$ cat config.mk
export PLATFORM = sky130hd
export DESIGN_NAME = median_frame_collector_flat
export DESIGN_NICKNAME = d
export VERILOG_FILES = /design/src/rtl/median_frame_collector_pkg.sv /design/src/rtl/median_frame_collector_if.sv /design/src/rtl/median_frame_collector_raster_counter.sv /design/src/rtl/median_frame_collector.sv /design/src/flat_wrapper.sv
export SDC_FILE = /design/constraint.sdc
export NUM_CORES = 1
export LEC_CHECK = 0
export CAP_MARGIN = 40
export CORE_MARGIN = 5
export CORE_UTILIZATION = 49
export CTS_CLUSTER_SIZE = 12
export DETAILED_ROUTE_END_ITERATION = 8
export GPL_ROUTABILITY_DRIVEN = 0
export GPL_TIMING_DRIVEN = 1
export PLACE_DENSITY = 0.86
export SLEW_MARGIN = 20
export SYNTH_ARGS = -nofsm -noshare
export SYNTH_HDL_FRONTEND = slang
export SYNTH_SLANG_ARGS = --single-unit
$ cat constraint.sdc
create_clock -name clk -period 3.02 [get_ports clk]
set_clock_uncertainty 0.1 [all_clocks]
set_input_delay 0.604 -clock clk [delete_from_list [all_inputs] [get_ports clk]]
set_output_delay 0.604 -clock clk [all_outputs]
set_load 0.01 [all_outputs]
$ cat src/rtl/median_frame_collector_pkg.sv
// Shared types and default geometry for the median filter sink path.
// Holds the collector state encoding and image/pixel constants used by the filter top.
package median_frame_collector_pkg;

  localparam int DEF_DATA_WIDTH = 8;
  localparam int DEF_IMG_W      = 256;
  localparam int DEF_IMG_H      = 256;
  localparam int DEF_ADDR_WIDTH = 16;
  localparam int DEF_TIMEOUT    = 1024;

  typedef enum logic [1:0] {
    IDLE    = 2'd0,
    COLLECT = 2'd1,
    DONE    = 2'd2
  } state_t;

  // Counter width able to hold 0..n-1, never narrower than one bit.
  function automatic int width_of(input int n);
    return (n > 1) ? $clog2(n) : 1;
  endfunction

endpackage

$ cat src/rtl/median_frame_collector_if.sv
// Pixel stream in / frame-buffer write port out, bundled for the collector.
interface median_frame_collector_if
  import median_frame_collector_pkg::*;
#(
  parameter int DATA_WIDTH = DEF_DATA_WIDTH,
  parameter int ADDR_WIDTH = DEF_ADDR_WIDTH
);

  logic [DATA_WIDTH-1:0] pix_in;
  logic                  pix_valid;
  logic                  wr_en;
  logic [ADDR_WIDTH-1:0] wr_addr;
  logic [DATA_WIDTH-1:0] wr_data;

  // master: pixel source that also observes the frame-buffer writes
  modport master (
    output pix_in,
    output pix_valid,
    input  wr_en,
    input  wr_addr,
    input  wr_data
  );

  // slave: the collector
  modport slave (
    input  pix_in,
    input  pix_valid,
    output wr_en,
    output wr_addr,
    output wr_data
  );

endinterface

$ cat src/rtl/median_frame_collector_raster_counter.sv
// Raster position tracker: col/row plus a running linear address, with a terminal flag on the last pixel.
// Zero latency on the flag; advances one position per inc, no backpressure.
module raster_counter
  import median_frame_collector_pkg::*;
#(
  parameter int IMG_W      = DEF_IMG_W,
  parameter int IMG_H      = DEF_IMG_H,
  parameter int ADDR_WIDTH = DEF_ADDR_WIDTH
) (
  input  logic                  clk,
  input  logic                  reset,
  input  logic                  clr,
  input  logic                  inc,
  output logic [ADDR_WIDTH-1:0] addr,
  output logic                  last
);

  localparam int COL_W = width_of(IMG_W);
  localparam int ROW_W = width_of(IMG_H);
  localparam logic [COL_W-1:0] COL_MAX = COL_W'(IMG_W - 1);
  localparam logic [ROW_W-1:0] ROW_MAX = ROW_W'(IMG_H - 1);

  logic [COL_W-1:0] col;
  logic [ROW_W-1:0] row;
  logic             col_wrap;

  assign col_wrap = (col == COL_MAX);
  assign last     = col_wrap && (row == ROW_MAX);

  always_ff @(posedge clk or posedge reset) begin
    if (reset) begin
      col  <= '0;
      row  <= '0;
      addr <= '0;
    end else if (clr) begin
      col  <= '0;
      row  <= '0;
      addr <= '0;
    end else if (inc) begin
      addr <= addr + ADDR_WIDTH'(1);
      if (col_wrap) begin
        col <= '0;
        row <= (row == ROW_MAX) ? '0 : row + ROW_W'(1);
      end else begin
        col <= col + COL_W'(1);
      end
    end
  end

endmodule

$ cat src/rtl/median_frame_collector.sv
// Rebuilds a raster frame from the filter's valid-qualified pixel stream into a frame-buffer write port.
// One-cycle write latency, one pixel per clock, no backpressure; reports done, overrun and stall timeout.
module median_frame_collector
  import median_frame_collector_pkg::*;
#(
  parameter int DATA_WIDTH = DEF_DATA_WIDTH,
  parameter int IMG_W      = DEF_IMG_W,
  parameter int IMG_H      = DEF_IMG_H,
  parameter int ADDR_WIDTH = DEF_ADDR_WIDTH,
  parameter int TIMEOUT    = DEF_TIMEOUT
) (
  input  logic                    clk,
  input  logic                    reset,
  input  logic                    start,
  median_frame_collector_if.slave bus,
  output logic                    busy,
  output logic                    frame_done,
  output logic                    overrun,
  output logic                    timeout,
  output logic [ADDR_WIDTH:0]     pix_count
);

  localparam int CNT_W   = ADDR_WIDTH + 1;
  localparam int STALL_W = width_of(TIMEOUT);
  localparam logic [STALL_W-1:0] STALL_LAST = STALL_W'(TIMEOUT - 1);

  if ((longint'(1) << ADDR_WIDTH) < longint'(IMG_W) * longint'(IMG_H)) begin : g_addr_check
    $error("ADDR_WIDTH too narrow for IMG_W*IMG_H");
  end

  state_t                state, state_nxt;
  logic                  cap;
  logic                  clr;
  logic                  stall_inc;
  logic                  to_set;
  logic                  ov_set;
  logic [STALL_W-1:0]    stall_cnt;
  logic [ADDR_WIDTH-1:0] addr;
  logic                  last;
  logic [DATA_WIDTH-1:0] pix;

  assign pix = bus.pix_in;

  raster_counter #(
    .IMG_W      (IMG_W),
    .IMG_H      (IMG_H),
    .ADDR_WIDTH (ADDR_WIDTH)
  ) u_raster (
    .clk   (clk),
    .reset (reset),
    .clr   (clr),
    .inc   (cap),
    .addr  (addr),
    .last  (last)
  );

  always_ff @(posedge clk or posedge reset) begin
    if (reset) state <= IDLE;
    else       state <= state_nxt;
  end

  // start wins over a coincident valid in IDLE/DONE: that pixel is dropped.
  always_comb begin
    state_nxt = state;
    cap       = 1'b0;
    clr       = 1'b0;
    stall_inc = 1'b0;
    to_set    = 1'b0;
    ov_set    = 1'b0;
    unique case (state)
      IDLE: begin
        if (start) begin
          clr       = 1'b1;
          state_nxt = COLLECT;
        end
      end
      COLLECT: begin
        if (bus.pix_valid) begin
          cap = 1'b1;
          if (last) state_nxt = DONE;
        end else if (stall_cnt == STALL_LAST) begin
          to_set    = 1'b1;
          state_nxt = IDLE;
        end else begin
          stall_inc = 1'b1;
        end
      end
      DONE: begin
        if (start) begin
          clr       = 1'b1;
          state_nxt = COLLECT;
        end else if (bus.pix_valid) begin
          ov_set = 1'b1;
        end
      end
      default: state_nxt = IDLE;
    endcase
  end

  always_ff @(posedge clk or posedge reset) begin
    if (reset) begin
      bus.wr_en   <= 1'b0;
      bus.wr_addr <= '0;
      bus.wr_data <= '0;
      busy        <= 1'b0;
      frame_done  <= 1'b0;
      overrun     <= 1'b0;
      timeout     <= 1'b0;
      pix_count   <= '0;
      stall_cnt   <= '0;
    end else begin
      bus.wr_en  <= cap;
      frame_done <= cap && last;
      busy       <= (state_nxt == COLLECT);
      if (cap) begin
        bus.wr_addr <= addr;
        bus.wr_data <= pix;
        pix_count   <= pix_count + CNT_W'(1);
        stall_cnt   <= '0;
      end
      if (stall_inc) stall_cnt <= stall_cnt + STALL_W'(1);
      if (to_set)    timeout   <= 1'b1;
      if (ov_set)    overrun   <= 1'b1;
      if (clr) begin
        pix_count <= '0;
        stall_cnt <= '0;
        overrun   <= 1'b0;
        timeout   <= 1'b0;
      end
    end
  end

endmodule
$ cat src/flat_wrapper.sv
// flat-port wrapper written by rule: the top's interface ports become plain ports
module median_frame_collector_flat import median_frame_collector_pkg::*;
#(
  parameter int DATA_WIDTH = DEF_DATA_WIDTH,
  parameter int IMG_W      = DEF_IMG_W,
  parameter int IMG_H      = DEF_IMG_H,
  parameter int ADDR_WIDTH = DEF_ADDR_WIDTH,
  parameter int TIMEOUT    = DEF_TIMEOUT
)
  (clk, reset, start, busy, frame_done, overrun, timeout, pix_count, bus_pix_in, bus_pix_valid, bus_wr_en, bus_wr_addr, bus_wr_data);
  median_frame_collector_if #(.DATA_WIDTH(DATA_WIDTH), .ADDR_WIDTH(ADDR_WIDTH)) bus_i ();
  input  logic clk;
  input  logic reset;
  input  logic start;
  output logic busy;
  output logic frame_done;
  output logic overrun;
  output logic timeout;
  output logic [ADDR_WIDTH:0] pix_count;
  input wire logic [$bits(bus_i.pix_in)-1:0] bus_pix_in;
  input wire logic [$bits(bus_i.pix_valid)-1:0] bus_pix_valid;
  output wire logic [$bits(bus_i.wr_en)-1:0] bus_wr_en;
  output wire logic [$bits(bus_i.wr_addr)-1:0] bus_wr_addr;
  output wire logic [$bits(bus_i.wr_data)-1:0] bus_wr_data;
  assign bus_i.pix_in = bus_pix_in;
  assign bus_i.pix_valid = bus_pix_valid;
  assign bus_wr_en = bus_i.wr_en;
  assign bus_wr_addr = bus_i.wr_addr;
  assign bus_wr_data = bus_i.wr_data;
  median_frame_collector #(.DATA_WIDTH(DATA_WIDTH), .IMG_W(IMG_W), .IMG_H(IMG_H), .ADDR_WIDTH(ADDR_WIDTH), .TIMEOUT(TIMEOUT)) u_core (.clk(clk), .reset(reset), .start(start), .bus(bus_i), .busy(busy), .frame_done(frame_done), .overrun(overrun), .timeout(timeout), .pix_count(pix_count));
endmodule
Word level (Yosys, flattened, before mapping):

Index checks and enable logic that the tools add are counted.

* register bits after elaboration: 90
* output and inout port bits: 46
* logic and storage cells: 69

* add/subtract/negate cells: 5
* eq/ne operators: 6
* mux-type cells: 35
* reduce and logical (&&, ||, !) cells: 10

Operators with widths (count)
* $mux W8: 7
* $mux W17: 2
* $mux W16: 2
* $mux W10: 3
* $add A17 B1 Y17 const B: 1
* $add A16 B1 Y16 const B: 1
* $add A8 B1 Y8 const B: 2
* $eq A8 B8 Y1 const B: 2
* $mux W1: 16
* $add A10 B1 Y10 const B: 1
* $eq A10 B10 Y1 const B: 1
* $mux W2: 4
* $reduce_bool A2 Y1: 4
* $eq A2 B1 Y1 const B: 2
* $pmux W2 S2: 1
* $reduce_bool A3 Y1: 1
* $eq A2 B2 Y1 const B: 1
* $logic_and A1 B1 Y1: 2
* $logic_not A2 Y1: 1
* $reduce_and A2 Y1: 1
* $reduce_or A2 Y1: 1

Longest topological paths before layout:

Gate-level depths: netlist of run 1.

* depth after elaboration: 6
* mapped depth: 6

By module:

From an unflattened synthesis of run 1, not the netlist that was laid out.

* cells, all modules: 442
* area total of the unflattened synthesis: 4216.5 µm²

By module, submodules not included
* median_frame_collector: instances 1, cells an instance 271, area each 2576.2 µm²
* raster_counter: instances 1, cells an instance 171, area each 1640.3 µm²

Worst setup path before layout of run 1:

Ideal clock, no wire load.

* kind: input to register
* start point: input bus_pix_valid
* end point: register u_core.stall_cnt[9]
* setup time: 0.087 ns
* arrival time: 1.824 ns
* path slack: 1.010 ns
* stages on the path: 4
* buffers on the path: 0
* cells stage by stage: or3b_4 -> a41o_1 -> or4_1 -> o211ai_1

* cells in the longest elaborated chain, start to end: 4
* elaborated cells between the ends (all ways): 7
* those cells by class: 6 x mux; 1 x reduce/logical

Ends and longest elaborated chain
* from (decl): line flat_wrapper.sv:21 `input wire logic [$bits(bus_i.pix_valid)-1:0] bus_pix_valid;`
* $mux W1: line median_frame_collector.sv:78 `if (bus.pix_valid) begin`
* $mux W1: line median_frame_collector.sv:70 `unique case (state)`
* $mux W10: line median_frame_collector.sv:121 `if (stall_inc) stall_cnt <= stall_cnt + STALL_W'(1);`
* $mux W10: line median_frame_collector.sv:124 `if (clr) begin`
* to (signal assigned): line median_frame_collector.sv:121
* to (decl): line median_frame_collector.sv:37 `logic [STALL_W-1:0] stall_cnt;`

Several ways; a longest one is shown, not always the timed one.
A chain may end at the register's enable or synchronous reset.

Worst setup path in the final report of run 1:

Ends and elaborated chain as after synthesis.

==> flow_summary.json, run 1 <==
{
  "synth_top_area_share_pct": 53.7,
  "routedWlPerCell_um": 15.3,
  "clock_sinks": 90,
  "drt-total-wl_um": 9430,
  "initial_utilization_pct": 50.8,
  "synthToLayoutAreaGrowth_pct": 21.2,
  "asyncSetResetFlopFracSynth_pct": 100,
  "nNetsFinal": 525,
  "synth_seq_area_share_pct": 53.7,
  "crit_path_end_kind": "flop",
  "synthesis.area_mm2": 0.00419,
  "layout-drive-gt1-share_pct": 5.48,
  "netSwitchingPower_uw": 838,
  "grt_antenna_before_repair": 0,
  "hold_path_class": "flop to flop",
  "power.sequential.fraction_pct": 53.7,
  "synthDominantAreaCellType": "sky130_fd_sc_hd__dfrtp_1",
  "yosys_warnings": 0,
  "critPathSlowestCell": "sky130_fd_sc_hd__or4_1",
  "transition_time_of_the_tightest_slew_check_pin_ps": 660,
  "crit_family": "simple AND/OR/NAND/NOR gates",
  "synthMostInstantiatedCell": "sky130_fd_sc_hd__nand2_1",
  "synth-seq-cells": 90,
  "setup_viol_count_final": 0,
  "synthFlopType": "sky130_fd_sc_hd__dfrtp_1",
  "portBuffers": 57,
  "power_frac_comb_pct": 20.7,
  "path_clk_slew_ps": 80,
  "clockPowerShare_pct": 25.6,
  "finalHoldViolCount": 0,
  "tritoncts": "done",
  "detailroute.via_count": 3480,
  "cts_hold_repair.buffers": 0,
  "vias_in_the_first_global_route": 3541,
  "worstPathBufferInverterCount": 1,
  "cp_slowest_stage_delay_ps": 550,
  "syn_nets": 466,
  "clkLatencyLatePin_ps": 350,
  "detail_route.drc_violations": 0,
  "unrepaired_setup_endpoints_after_global_routing": "no",
  "cts_resized": 0,
  "slew_violations": 0,
  "worst_setup_path_start_kind": "input port",
  "grt_first_pass_wirelength_um": 16200,
  "worst_ir_drop_vdd_mv": 0.291,
  "setup_ws_ps": 605,
  "drt-initial-drc-count": 248,
  "synth.distinct_cells": 42,
  "run_status": "finished, final reports clean",
  "die_width_um": 103,
  "power_report.internal_total_mw": 1.91,
  "antenna-diode-count": 0,
  "dpl_worst_slack_ps": 248,
  "ctsRootBufferMaster": "sky130_fd_sc_hd__clkbuf_8",
  "power.leakage_nw": 2.26,
  "routed_via_density": 5.65,
  "yosys-top-cells-area": "sky130_fd_sc_hd__dfrtp_1, sky130_fd_sc_hd__nand2_1, sky130_fd_sc_hd__nand3_1",
  "cap_violations": 0,
  "num-fill-cells": 686,
  "placement_rows": 33,
  "timing_worst_setup_path_type": "input port to flop",
  "floorplan.core_area_mm2": 0.00826,
  "power.density_cell_area_mw_per_mm2": 540,
  "grt.overflow.total": 0,
  "ant_nets": 0,
  "cts_setup_buffers": 0,
  "crit_path_cell_trace": "clkdlybuf4s50_1 > or3b_4 > a41o_1 > or4_1 > o211ai_1",
  "die-height_um": 103,
  "critical_path.max_fanout": 16,
  "post_synth_most_frequent_cells": "sky130_fd_sc_hd__nand2_1, sky130_fd_sc_hd__dfrtp_1, sky130_fd_sc_hd__nor2_1, sky130_fd_sc_hd__nand3_1, sky130_fd_sc_hd__a21oi_1",
  "die-area_mm2": 0.0105,
  "drt_pre_antenna_iters": 4,
  "count_of_h_tree_levels_built_during_cts": 3,
  "grt_start_max_net_pins": 42,
  "io_pins": 58,
  "fmaxAchievable_mhz": 414,
  "worst_ep_required_time_ps": 3180,
  "syn-mean-instance-area_um2": 9.34,
  "slew_headroom_pct": 55.9,
  "fin_crit_sh_pct": 80.0,
  "cts_buffers": 9,
  "count_of_flip_flops_with_a_built_in_enable_after_synthesis": 0,
  "period_needed_ps": 2420,
  "clock_tree.buffer_depth": 2,
  "gr-usage-all-layers_pct": 19.1,
  "netSwitchingFraction_pct": 30.5,
  "sum_neg_setup_slack_ps": 0,
  "cp.arrival_ps": 2570,
  "synth_cells": 449,
  "post-dp-hpwl_um": 6630
}
[layout by cell type (no fill, tap or decap), types with 6 or more instances in the layout]
| master | n |
|---|---|
| sky130_fd_sc_hd__clkbuf_8 | 10 |
| sky130_fd_sc_hd__dfrtp_1 | 90 |
| sky130_fd_sc_hd__xnor2_1 | 12 |
| sky130_fd_sc_hd__or3_1 | 13 |
| sky130_fd_sc_hd__nor4_1 | 6 |
| sky130_fd_sc_hd__o21ai_0 | 19 |
| sky130_fd_sc_hd__nand3_1 | 28 |
| sky130_fd_sc_hd__nand2_1 | 105 |
| sky130_fd_sc_hd__and3_1 | 8 |
| sky130_fd_sc_hd__a21oi_1 | 21 |
| sky130_fd_sc_hd__nand4_1 | 18 |
| sky130_fd_sc_hd__inv_1 | 7 |
| sky130_fd_sc_hd__xor2_1 | 14 |
| sky130_fd_sc_hd__clkdlybuf4s50_1 | 57 |
| sky130_fd_sc_hd__buf_4 | 7 |
| sky130_fd_sc_hd__nor2_1 | 30 |
| sky130_fd_sc_hd__and4_1 | 7 |
[worst reg2reg max path, delay by kind of cell, from the launching register on]
kind,cells,cell delay [ps]
AOI/OAI and AO/OA,2,770
DFF,1,410
buffers and inverters,1,250
and+or+nand+nor,2,370
adders and majority gates,1,220
[layer usage]
metal / share of wire [%] / vias up / wire length [µm] / global-route usage (%)
li1: - / 1683 / - / -
met1: 44 / 1683 / 4170 / 25.7
met2: 48 / 99 / 4540 / 30.9
met3: 6.0 / 15 / 570 / 3.32
met4: 1.6 / 0 / 149 / 7.67
met5: 0 / - / 0 / 0
[path summary, 6_finish.rpt]
check                                       start                endpoint  slack [ps]  cells past startpoint
max in group asynchronous                   reset         u_core.state[0]        1650                      3
min in group asynchronous                   reset  u_core.u_raster.row[3]         590                      2
setup / recovery                    bus_pix_valid     u_core.stall_cnt[9]         600                      5
hold reg to reg            u_core.bus.wr_addr[13]  u_core.bus.wr_addr[13]         380                      2
hold / removal             u_core.bus.wr_addr[13]  u_core.bus.wr_addr[13]         380                      2
setup reg to reg              u_core.stall_cnt[0]     u_core.stall_cnt[2]         790                      6
[sequential cells by signal (all words and copies together), names as in the netlist, 2 cells and up]
signal	count
u_core.pix_count	17
u_core.u_raster.row	8
u_core.state	2
u_core.u_raster.addr	16
u_core.bus.wr_addr	16
u_core.stall_cnt	10
u_core.bus.wr_data	8
u_core.u_raster.col	8
[per-stage QoR]
stage	cell area [µm²]	hold slack (ps)	instances	total power [mW]	util (%)
2_1_floorplan	4200	353	449	1.78	-
3_3_place_gp	4910	356	601	2.03	59.5
3_5_place_dp	4910	363	601	2.07	59.5
4_1_cts	5070	384	615	2.77	61.4
5_1_grt	5080	398	616	2.90	61.5
6_report	5080	380	616	2.74	61.5
[final cells by class]
cell class,count,area (µm²),share of cell area (%)
Clock buffer,11,141,2.78
Multi-Input combinational cell,332,1840,36.2
Timing Repair Buffer,66,663,13.1
Clock inverter,3,17.5,0.345
Tap cell,105,131,2.59
Inverter,9,37.5,0.739
Sequential cell,90,2250,44.3
[logic make-up (layout without fill, tap and decap cells)]
kind of cell	Yosys count	in the layout	share of synthesized area, %
multiplexers	4	4	0.985
adder cells (fa/ha/maj)	5	5	1.49
XOR/XNOR	26	26	5.43
AO/OA/AOI/OAI	61	61	8.48
buffers and inverters	27	89	2.51
AND/OR/NAND/NOR	236	236	27.4
flip-flops	90	90	53.7
[power by group through the flow]
stage | Clock (mW) | Sequential (mW) | Combinational [mW]
after global placement | 0 | 1.48 | 0.544
after global routing | 0.773 | 1.50 | 0.630
after detailed placement | 0 | 1.50 | 0.570
final | 0.703 | 1.47 | 0.568
after floorplan | 0 | 1.49 | 0.283
after CTS | 0.723 | 1.47 | 0.573
Power figures use the tool's default switching activity.
==> run 2, diff against run 1 <==
Clock period 3.02 ns to 2.1 ns, I/O delays scaled along.
==> run 2 against run 1 <==
  * Cell count increased by 3.4%
  * Critical path type unchanged
  * Clock-buffer cell count decreased by 1
  * Via count increased by 3.4%
  * Worst setup slack got worse by 560 ps
  * Register-to-register slack got worse by 640 ps
==> flow_summary.json, run 2 (same netlist as run 1, synthesis figures left out) <==
{
  "setup_viol_count_final": 0,
  "grt.overflow.total": 0,
  "crit_family": "simple AND/OR/NAND/NOR gates",
  "seq_area_mm2": 0.00225,
  "antenna-diode-count": 0,
  "cap_violations": 0,
  "path_clk_slew_ps": 90,
  "die-area_mm2": 0.0105,
  "power_report.internal_total_mw": 2.92,
  "routed_via_density": 5.65,
  "cp_common_cell": "sky130_fd_sc_hd__or3_1",
  "placement_rows": 33,
  "power.density_cell_area_mw_per_mm2": 790,
  "most-common-layout-cells": "sky130_fd_sc_hd__nand2_1, sky130_fd_sc_hd__dfrtp_1, sky130_fd_sc_hd__clkdlybuf4s50_1",
  "worst_ep_required_time_ps": 2280,
  "initial_utilization_pct": 50.8,
  "slew_violations": 0,
  "critPathSlowestCell": "sky130_fd_sc_hd__clkdlybuf4s50_1",
  "post-dp-hpwl_um": 6940,
  "worst_ir_drop_vdd_mv": 0.460,
  "layout-drive-gt1-share_pct": 9.96,
  "count_of_h_tree_levels_built_during_cts": 3,
  "ant_nets": 0,
  "num-fill-cells": 694,
  "vias_in_the_first_global_route": 3567,
  "floorplan.core_area_mm2": 0.00826,
  "power_frac_comb_pct": 20.7,
  "clock_tree.buffer_depth": 2,
  "grt_first_pass_wirelength_um": 16300,
  "unrepaired_setup_endpoints_after_global_routing": "no",
  "nNetsFinal": 544,
  "top_register": "u_core.pix_count",
  "most_frequent_standard_cell_in_the_layout_excluding_fill_and_tap_cells": "sky130_fd_sc_hd__nand2_1",
  "cp_slowest_stage_delay_ps": 560,
  "netSwitchingPower_mw": 1.27,
  "period_needed_ps": 2050,
  "fin_crit_sh_pct": 97.7,
  "critical_path.max_fanout": 5,
  "tritoncts": "done",
  "ctsRootBufferMaster": "sky130_fd_sc_hd__clkbuf_8",
  "portBuffers": 57,
  "hold_path_class": "input port to asynchronous set/reset pin",
  "detail_route.drc_violations": 0,
  "largest_reg_flops": 17,
  "worst_hold_slack_ps": 309,
  "drt-initial-drc-count": 308,
  "drt_pre_antenna_iters": 8,
  "worst_setup_path_start_kind": "input port",
  "fmaxAchievable_mhz": 488,
  "slew_headroom_pct": 72.1,
  "clock_sinks": 90,
  "power.sequential.fraction_pct": 50.3,
  "grt_start_max_net_pins": 42,
  "largestRegisters": "u_core.pix_count (17), u_core.bus.wr_addr (16), u_core.u_raster.addr (16)",
  "clockPowerShare_pct": 29.0,
  "cp.arrival_ps": 2230,
  "detailroute.via_count": 3599,
  "drt-total-wl_um": 9550,
  "io_pins": 58,
  "routedWlPerCell_um": 15.0,
  "netSwitchingFraction_pct": 30.2,
  "transition_time_of_the_tightest_slew_check_pin_ps": 418,
  "run_status": "finished, final reports clean",
  "worstPathBufferInverterCount": 2,
  "finalHoldViolCount": 0,
  "grt_antenna_before_repair": 0,
  "die-height_um": 103,
  "sum_neg_setup_slack_ps": 0,
  "crit_path_end_kind": "flop",
  "synthToLayoutAreaGrowth_pct": 26.4,
  "clkLatencyLatePin_ps": 360,
  "timing_worst_setup_path_type": "input port to flop",
  "gr-usage-all-layers_pct": 19.3,
  "crit_path_cell_trace": "clkdlybuf4s50_1 > nand3b_4 > or3_1 > buf_4 > or3_1 > a21oi_1",
  "multiInputGateArea_mm2": 0.00185,
  "die_width_um": 103,
  "power.leakage_nw": 2.37,
  "final_util_pct": 64.2,
  "cts_buffers": 9
}
==> run 2: area by class of cell <==
type | instances | area share [%]
Clock inverter | 6 | 1.35
Multi-Input combinational cell | 332 | 34.9
Inverter | 9 | 0.708
Clock buffer | 10 | 2.60
Timing Repair Buffer | 85 | 15.4
Sequential cell | 90 | 42.5
Tap cell | 105 | 2.48
==> run 2: repair_timing <==
action,in CTS,in global routing
resized for setup,0,4
hold buffers,0,0
endpoints found under the setup margin,0,6
setup buffers,0,1
==> run 2: final timing paths <==
path / slack, ps / cells past startpoint / startpoint / to
max in group asynchronous: 1110 / 3 / reset / u_core.pix_count[0]
hold reg to reg: 380 / 2 / u_core.bus.wr_addr[6] / u_core.bus.wr_addr[6]
hold / removal: 310 / 2 / reset / u_core.u_raster.col[7]
setup reg to reg: 150 / 5 / u_core.stall_cnt[0] / u_core.stall_cnt[9]
min in group clk: 380 / 2 / u_core.bus.wr_addr[6] / u_core.bus.wr_addr[6]
setup / recovery: 50 / 6 / bus_pix_valid / u_core.u_raster.addr[11]
==> run 2: worst register-to-register path, cell delays in order (launching register included) <==
cell	delay, ps
sky130_fd_sc_hd__dfrtp_1	410
sky130_fd_sc_hd__ha_1	250
sky130_fd_sc_hd__and4_4	230
sky130_fd_sc_hd__a41o_1	260
sky130_fd_sc_hd__or4_1	520
sky130_fd_sc_hd__o211ai_1	100
==> run 2: power by group through the flow <==
stage,Sequential (mW),Clock [mW],Combinational (mW)
finish,2.11,1.22,0.866
global route,2.14,1.31,0.959
CTS,2.11,1.24,0.867
detailed placement,2.14,0,0.863
global placement,2.13,0,0.830
floorplan,2.15,0,0.408
==> run 2: layer usage <==
layer	up-vias	global-route usage (%)	wire length [µm]
met5	-	0	0
met4	0	5.65	119
met3	15	5.14	585
met2	114	31.6	4740
met1	1748	25.2	4100
li1	1722	-	-
==> run 2: stage by stage <==
step	setup slack, ps	total power, mW	instances	instance area, µm²
after floorplan	211	2.56	449	4200
after global placement	-250	2.96	620	5070
after detailed placement	-296	3.01	620	5070
after CTS	59.4	4.21	636	5280
after global routing	20.5	4.40	637	5300
final	48.7	4.19	637	5300
